==> src/rtl/uart_tx_pkg.sv <==
// rtl/uart_tx_pkg.sv - shared types and helpers for uart_tx (UART_TX_PARITY_EN adds the PARITY state)
package Definitions;

    typedef enum logic [2:0] {
        IDLE,
        START,
        DATA,
`ifdef UART_TX_PARITY_EN
        PARITY,
`endif
        STOP
    } tx_state_t;

    // Bits needed to hold values 0..value-1; never less than one bit.
    function automatic int CeilLog2(input int value);
        int r;
        r = 0;
        while ((1 << r) < value) begin
            r = r + 1;
        end
        return (r < 1) ? 1 : r;
    endfunction

endpackage

==> src/rtl/uart_baud_tick.sv <==
// rtl/uart_baud_tick.sv - bit-time counter emitting a tick on the last clk of each serial bit
module uart_baud_tick
    import Definitions::*;
#(
    parameter int CLKS_PER_BIT = 1
) (
    input  logic clk,
    input  logic rst,
    input  logic enable,
    input  logic clear,
    output logic tick
);

    localparam int CNT_W = CeilLog2(CLKS_PER_BIT);
    localparam logic [CNT_W-1:0] LAST = CNT_W'(CLKS_PER_BIT - 1);

    logic [CNT_W-1:0] cnt;

    assign tick = enable && (cnt == LAST);

    // Count clks within a bit; wrap on the tick, park at zero when cleared or idle.
    always_ff @(posedge clk or posedge rst) begin
        if (rst) begin
            cnt <= '0;
        end else if (clear) begin
            cnt <= '0;
        end else if (enable) begin
            if (tick) begin
                cnt <= '0;
            end else begin
                cnt <= cnt + CNT_W'(1);
            end
        end
    end

endmodule

==> src/rtl/uart_tx.sv <==
// rtl/uart_tx.sv - UART transmitter: start, LSB-first data, optional even parity (UART_TX_PARITY_EN), stop
module uart_tx
    import Definitions::*;
#(
    parameter int WORD_LENGHT  = 8,
    parameter int CLKS_PER_BIT = 1
) (
    input  logic                   clk,
    input  logic                   rst,
    input  logic [WORD_LENGHT-1:0] TX_data,
    input  logic                   TX_start,
    output logic                   TX_ready,
    output logic                   TX_out,
    output logic                   TX_done
);

    localparam int BIT_W = CeilLog2(WORD_LENGHT);
    localparam logic [BIT_W-1:0] LAST_BIT = BIT_W'(WORD_LENGHT - 1);

    tx_state_t              state, state_next;
    logic [WORD_LENGHT-1:0] shift_reg, shift_next;
    logic [BIT_W-1:0]       bit_cnt, bit_cnt_next;
    logic                   out_next;
    logic                   done_next;
    logic                   tick;

    assign TX_ready = (state == IDLE);

    uart_baud_tick #(
        .CLKS_PER_BIT(CLKS_PER_BIT)
    ) u_baud_tick (
        .clk    (clk),
        .rst    (rst),
        .enable (state != IDLE),
        .clear  (state == IDLE),
        .tick   (tick)
    );

    // State, shift register, bit counter and the registered line/done outputs.
    always_ff @(posedge clk or posedge rst) begin
        if (rst) begin
            state     <= IDLE;
            shift_reg <= '0;
            bit_cnt   <= '0;
            TX_out    <= 1'b1;
            TX_done   <= 1'b0;
        end else begin
            state     <= state_next;
            shift_reg <= shift_next;
            bit_cnt   <= bit_cnt_next;
            TX_out    <= out_next;
            TX_done   <= done_next;
        end
    end

    // Next state plus the line level of the bit that state will present.
    // The word rotates rather than shifts, so its XOR (the parity) is unchanged
    // and a full pass through DATA leaves the original word in place.
    always_comb begin
        state_next   = state;
        shift_next   = shift_reg;
        bit_cnt_next = bit_cnt;
        out_next     = TX_out;
        done_next    = 1'b0;
        case (state)
            IDLE: begin
                out_next = 1'b1;
                if (TX_start) begin
                    state_next = START;
                    shift_next = TX_data;
                    out_next   = 1'b0;
                end
            end
            START: begin
                if (tick) begin
                    state_next = DATA;
                    out_next   = shift_reg[0];
                end
            end
            DATA: begin
                if (tick) begin
                    shift_next = {shift_reg[0], shift_reg[WORD_LENGHT-1:1]};
                    if (bit_cnt == LAST_BIT) begin
                        bit_cnt_next = '0;
`ifdef UART_TX_PARITY_EN
                        state_next   = PARITY;
                        out_next     = ^shift_reg;
`else
                        state_next   = STOP;
                        out_next     = 1'b1;
`endif
                    end else begin
                        bit_cnt_next = bit_cnt + BIT_W'(1);
                        out_next     = shift_next[0];
                    end
                end
            end
`ifdef UART_TX_PARITY_EN
            PARITY: begin
                if (tick) begin
                    state_next = STOP;
                    out_next   = 1'b1;
                end
            end
`endif
            STOP: begin
                if (tick) begin
                    state_next = IDLE;
                    out_next   = 1'b1;
                    done_next  = 1'b1;
                end
            end
            default: begin
                state_next = IDLE;
                out_next   = 1'b1;
            end
        endcase
    end

endmodule

==> config.mk <==
export PLATFORM = sky130hd
export DESIGN_NAME = uart_tx
export DESIGN_NICKNAME = d
export VERILOG_FILES = /design/src/rtl/uart_tx_pkg.sv /design/src/rtl/uart_baud_tick.sv /design/src/rtl/uart_tx.sv
export SDC_FILE = /design/constraint.sdc
export NUM_CORES = 1
export LEC_CHECK = 0
export ABC_AREA = 1
export ABC_CLOCK_PERIOD_IN_PS = 1770
export BUFFER_PORTS_ARGS = -buffer_cell sky130_fd_sc_hd__buf_2
export CAP_MARGIN = 20
export CORE_MARGIN = 2
export CORE_UTILIZATION = 45
export CTS_BUF_LIST = sky130_fd_sc_hd__clkbuf_2
export DETAILED_ROUTE_END_ITERATION = 7
export GPL_TIMING_DRIVEN = 0
export PLACE_DENSITY = 0.7
export SETUP_SLACK_MARGIN = 0.2
export SYNTH_ARGS = -nofsm -noshare
export SYNTH_HDL_FRONTEND = slang
export SYNTH_SLANG_ARGS = --single-unit
==> constraint.sdc <==
create_clock -name clk -period 1.77 [get_ports clk]
set_input_delay 0.0885 -clock clk [delete_from_list [all_inputs] [get_ports clk]]
set_output_delay 0.0885 -clock clk [all_outputs]
set_load 0.01 [all_outputs]
Yosys cells after proc, flatten, opt, wreduce, memory -nomap -nowiden:

Index checks and enable logic that the tools add are counted.

* add/sub/neg operators: 2
* equality and inequality tests: 9
* muxes and demuxes: 21
* bitwise logic cells: 1
* reductions and logical operators: 9

Operator list (count)
* $mux 3: 6
* $mux 8: 2
* $pmux 8 s2: 1
* $pmux 3 s4: 1
* $mux 1: 10
* $ne 2x2->1 const B: 5
* $eq 3x2->1 const B: 2
* $reduce_and 3->1: 2
* $reduce_and 5->1: 1
* $pmux 1 s4: 1
* $reduce_bool 2->1: 2
* $add 3x1->3 const B: 1
* $eq 3x1->1 const B: 1
* $eq 3x3->1 const B: 1
* $logic_not 3->1: 1
* $reduce_bool 3->1: 1
* $reduce_and 2->1: 1
* $add 1x1->1 const B: 1
* $logic_and 1x1->1: 1
* $not 1->1: 1

* register bits: 17
* input bits: 11
* output and inout bits: 3
* word-level logic and storage cells: 48

Depth between registers and ports, before layout:

* depth after elaboration: 5
* mapped depth: 9
* gate-level depth less buffers: 9

Modules after synthesis:

From an unflattened synthesis, not the netlist that was laid out.

* cell total of the unflattened synthesis: 124
* area, all modules: 952.2 um^2

By module, submodules not included
* uart_tx: times used 1, cells each 118, area an instance 905.9 um^2
* uart_baud_tick: times used 1, cells each 6, area an instance 46.3 um^2

Worst setup path after synthesis:

No wires, ideal clock.

* kind: reg2reg
* start point: register state[0]
* end point: register shift_reg[0]
* library setup time: 0.117 ns
* data arrival time: 1.285 ns
* path slack: 0.368 ns
* stages on the path, launching flop included: 9
* path buffers: 0
* period minus slack after synthesis: 1.402 ns
* cell sequence: dfrtp_1 inv_1 ha_1 inv_2 nand2_2 o21ai_2 nand2_4 nand2_1 nand2_1

* elaborated cells between the ends (all ways): 9

RTL lines
* start: declaration: RTL line uart_tx.sv:20 `tx_state_t state, state_next;`
* start signal: assignment: RTL line uart_tx.sv:48 `state <= state_next;`
* $logic_not 3->1 (*)
* named net TX_ready: RTL line uart_tx.sv:12 `output logic TX_ready,`
* $ne 2x2->1 (no line) or $reduce_bool 2->1 (tied branches)
* $reduce_and 3->1 (no line)
* end signal: assignment: RTL line uart_tx.sv:49 `shift_reg <= shift_next;`
* end: declaration: RTL line uart_tx.sv:21 `logic [WORD_LENGHT-1:0] shift_reg, shift_next;`

The timed path passes the listed nets; every way through them passes the cells marked *.
A chain may end at the register's enable or synchronous reset.

Final worst setup path:

* start point: register state[1]
* end point: register shift_reg[0]

* longest elaborated chain between the ends: 4
* elaborated cells between the ends (all ways): 9

RTL lines
* $reduce_bool 3->1: RTL line uart_tx.sv:34 `.enable (state != IDLE),`
* $logic_and 1x1->1: RTL line uart_baud_tick.sv:19 `assign tick = enable && (cnt == LAST);`
* $ne 2x2->1 (no line)
* $reduce_and 3->1 (no line)

Several ways; a longest one is shown, not always the timed one.

==> summary.txt <==
Run status
  • Outcome: completed

Worst setup path
  • Startpoint class of the critical path: flip-flop
  • Slowest stage cell, crit path: dfrtp_1
  • Crit end category: flip-flop
  • Reg2reg start: state[1]$_DFFE_PP0P_
  • R2R setup slack: 360 ps
  • Slowest cell delay on critical path: 420 ps
  • CP Class: flip-flop to flip-flop
  • Crit-path max FO: 9
  • WP data required: 1970 ps
  • Worst path cell trace: inv_1 -> ha_1 -> inv_2 -> nand2_4 -> o21ai_4 -> nand2_4 -> nand2_1 -> nand2_1
  • Worst Path Arrival: 1610 ps
  • CP startpoint: state[1]$_DFFE_PP0P_

Yosys
  • Post-synth top area share: 40.6%
  • Largest area contributor in the netlist: dfrtp_1
  • Most numerous cell in the Yosys netlist: nand2_1
  • Register bit total from synthesis: 16
  • Sequential share of the synthesized area: 43.4%
  • Post-synth EDFFs: 0
  • Asr flop ratio synth: 100%
  • Post-synth top cells: nand2_1, dfrtp_1, nand3_1
  • Unique masters post-synth: 17
  • Synthesized cell area: 925 um2
  • Avg Cell Area, Syn: 7.52 um2
  • Synthesized Nets: 141
  • Post-synth top flop: dfrtp_1
  • Warnings from Yosys: 0
  • Synth area leaders: dfrtp_1, nand2_1, ha_1
  • Synthesized instance count: 123

Floorplanning
  • Core area: 1940 um2
  • Die H: 49.3 um
  • Initial core utilization: 47.6%
  • Std-Cell Rows: 16
  • Die W: 49.3 um
  • IO Count: 14
  • Die Area: 2430 um2

Power
  • Net Sw Frac: 46.5%
  • Switching power: 857 uW
  • Static Leakage: 0.000633 uW
  • Clk network pwr share: 9.2%
  • Maximum vdd drop: 0.00106 V
  • P per Cell Area: 1690 nW/um2
  • Flop pwr share: 34.1%
  • Comb power frac: 56.7%
  • P_int: 986 uW

Placement
  • Post-Place Setup Slack: 214 ps
  • GP Congestion: 0.778
  • HPWL Detailed: 1280 um
  • Number of port buffers: 13

Global route
  • First-pass GRT wire length: 3100 um
  • Total GRT Usage: 16.6%
  • Vias in the first global route: 738
  • GR Util met1: 21.7%
  • GRT overflow: 0
  • GR Layer Usage met3: 3.68%
  • M2 GR Usage: 26.4%
  • Initial antenna violation count: 0
  • Largest net degree at the start of global routing: 17
  • Most Crowded Layer GR: met2

Timing
  • Count of pins over their slew limit: 0
  • Setup repair after global routing missed its margin: false
  • # setup viols final: 0
  • Max frequency: 0.711 GHz
  • Tcrit/Tclk final: 79.5%
  • Setup tns final: 0 ps
  • Worst rel slew slack: 58.3%
  • Least-Margin Pin Slew: 624 ps
  • Final Skew: 10.7 ps
  • Min Tclk post-route: 1410 ps
  • Hold violation count in the final report: 0
  • PnR worst setup slack: 363 ps

Cells and area
  • Layout Nets: 163
  • Diodes inserted: 0
  • Max FFs per register: 8
  • Share of cells above drive strength 1: 21.5%
  • Area grow syn2layout: 18.0%

Routing
  • Final WL: 1820 um
  • Wire length per cell: 10.7 um
  • 1st-pass router iterations: 4
  • Drt via density: 4.70
  • Residual DRC count: 0
  • DR vias: 803
  • Antenna viol nets, final: 0
  • Iter 0 DRT Violations: 18

Clock network
  • CTS tree: yes
  • Clk slew on worst S/H paths: 170 ps
  • # H-tree levels: 1
  • Root buf cell: clkbuf_2
  • Worst-Skew Late Latency: 300 ps
  • Num CTS Buffers: 3
  • Clock tree buffer depth: 2
  • CTS Sinks: 16

Min path
  • Type of the tightest min-delay check: input pin to flip-flop
  • Worst Hold Launch: TX_data[2]

Flow run
  • Max Cap Viol: 0
## final timing paths
kind	end	cells after the start
max	shift_reg[0]$_DFFE_PP0P_	8
max reg2reg	shift_reg[0]$_DFFE_PP0P_	8
min in group asynchronous	shift_reg[2]$_DFFE_PP0P_	3
min reg2reg	bit_cnt[0]$_DFFE_PP0P_	1
min	shift_reg[2]$_DFFE_PP0P_	5
max in group asynchronous	state[0]$_DFFE_PP0P_	3
## per-layer routing
layer | vias to the layer above | wire length (um)
met5 | - | 0
met4 | 0 | 30
met3 | 4 | 70
met2 | 13 | 913
met1 | 362 | 809
li1 | 424 | -
## placed cells by master (no fill, tap or decap)
| master | instances |
|---|---|
| nand2_1 | 58 |
| dfrtp_1 | 15 |
| buf_2 | 13 |
| nand3_1 | 11 |
| inv_1 | 9 |
| nor2_1 | 6 |
| ha_1 | 6 |
| o21ai_0 | 3 |
| clkbuf_2 | 3 |
| inv_2 | 2 |
| nand2_4 | 2 |
| nand2_2 | 2 |
| a21oi_1 | 2 |
| buf_4 | 2 |
| dfstp_2 | 1 |
| buf_6 | 1 |
| clkbuf_8 | 1 |
| o21ai_4 | 1 |
| nor2_2 | 1 |
| ha_2 | 1 |
| clkinv_1 | 1 |
| o21ai_2 | 1 |
| dlygate4sd3_1 | 1 |
| conb_1 | 1 |
## worst max-delay path: cells and delay by family, from the launching register on
kind	cells	cell delay, ps
buf+inv	2	190
fa+ha+maj	1	230
simple gates	4	340
compound gates	1	120
flops	1	420
## per-stage QoR
step	total power (uW)	util, %	area (um2)	hold WS [ps]	cells
2_1_floorplan	1390	-	925	1.52	123
3_3_place_gp	1580	52.7	1020	185	163
3_5_place_dp	1610	52.7	1020	205	163
4_1_cts	1800	54.6	1060	80.2	168
5_1_grt	2060	56.2	1090	95.2	171
6_report	1840	56.2	1090	91.4	171
## what timing repair did
action	in CTS	in global routing
cloned	0	1
hold buffers	1	0
hold endpoints to repair	15	0
setup endpoints to repair	8	12
setup buffers	0	2
gates resized for setup	1	2
## area by class of cell
cell class / instances / area (um2)
Inverter: 11 / 41.3
Fill cell: 190 / 851
Sequential cell: 16 / 402
Buffer: 2 / 25.0
Multi-Input combinational cell: 95 / 480
Clock inverter: 1 / 3.75
Clock buffer: 3 / 15.0
Timing Repair Buffer: 16 / 90.1
Tap cell: 27 / 33.8
## logic make-up after synthesis
group,share of synthesized area [%]
compound gates,3.65
fa+ha+maj,9.47
buf+inv,7.17
flops,43.4
other cells,0.406
simple gates,35.9
## power by group through the flow
stage / combinational (uW) / sequential (uW) / clock (uW)
floorplan: 760 / 632 / 0
global placement: 941 / 642 / 0
detailed placement: 961 / 649 / 0
CTS: 981 / 640 / 183
global route: 1210 / 650 / 194
finish: 1040 / 628 / 170
No activity file was read; power rests on OpenSTA's default activity.
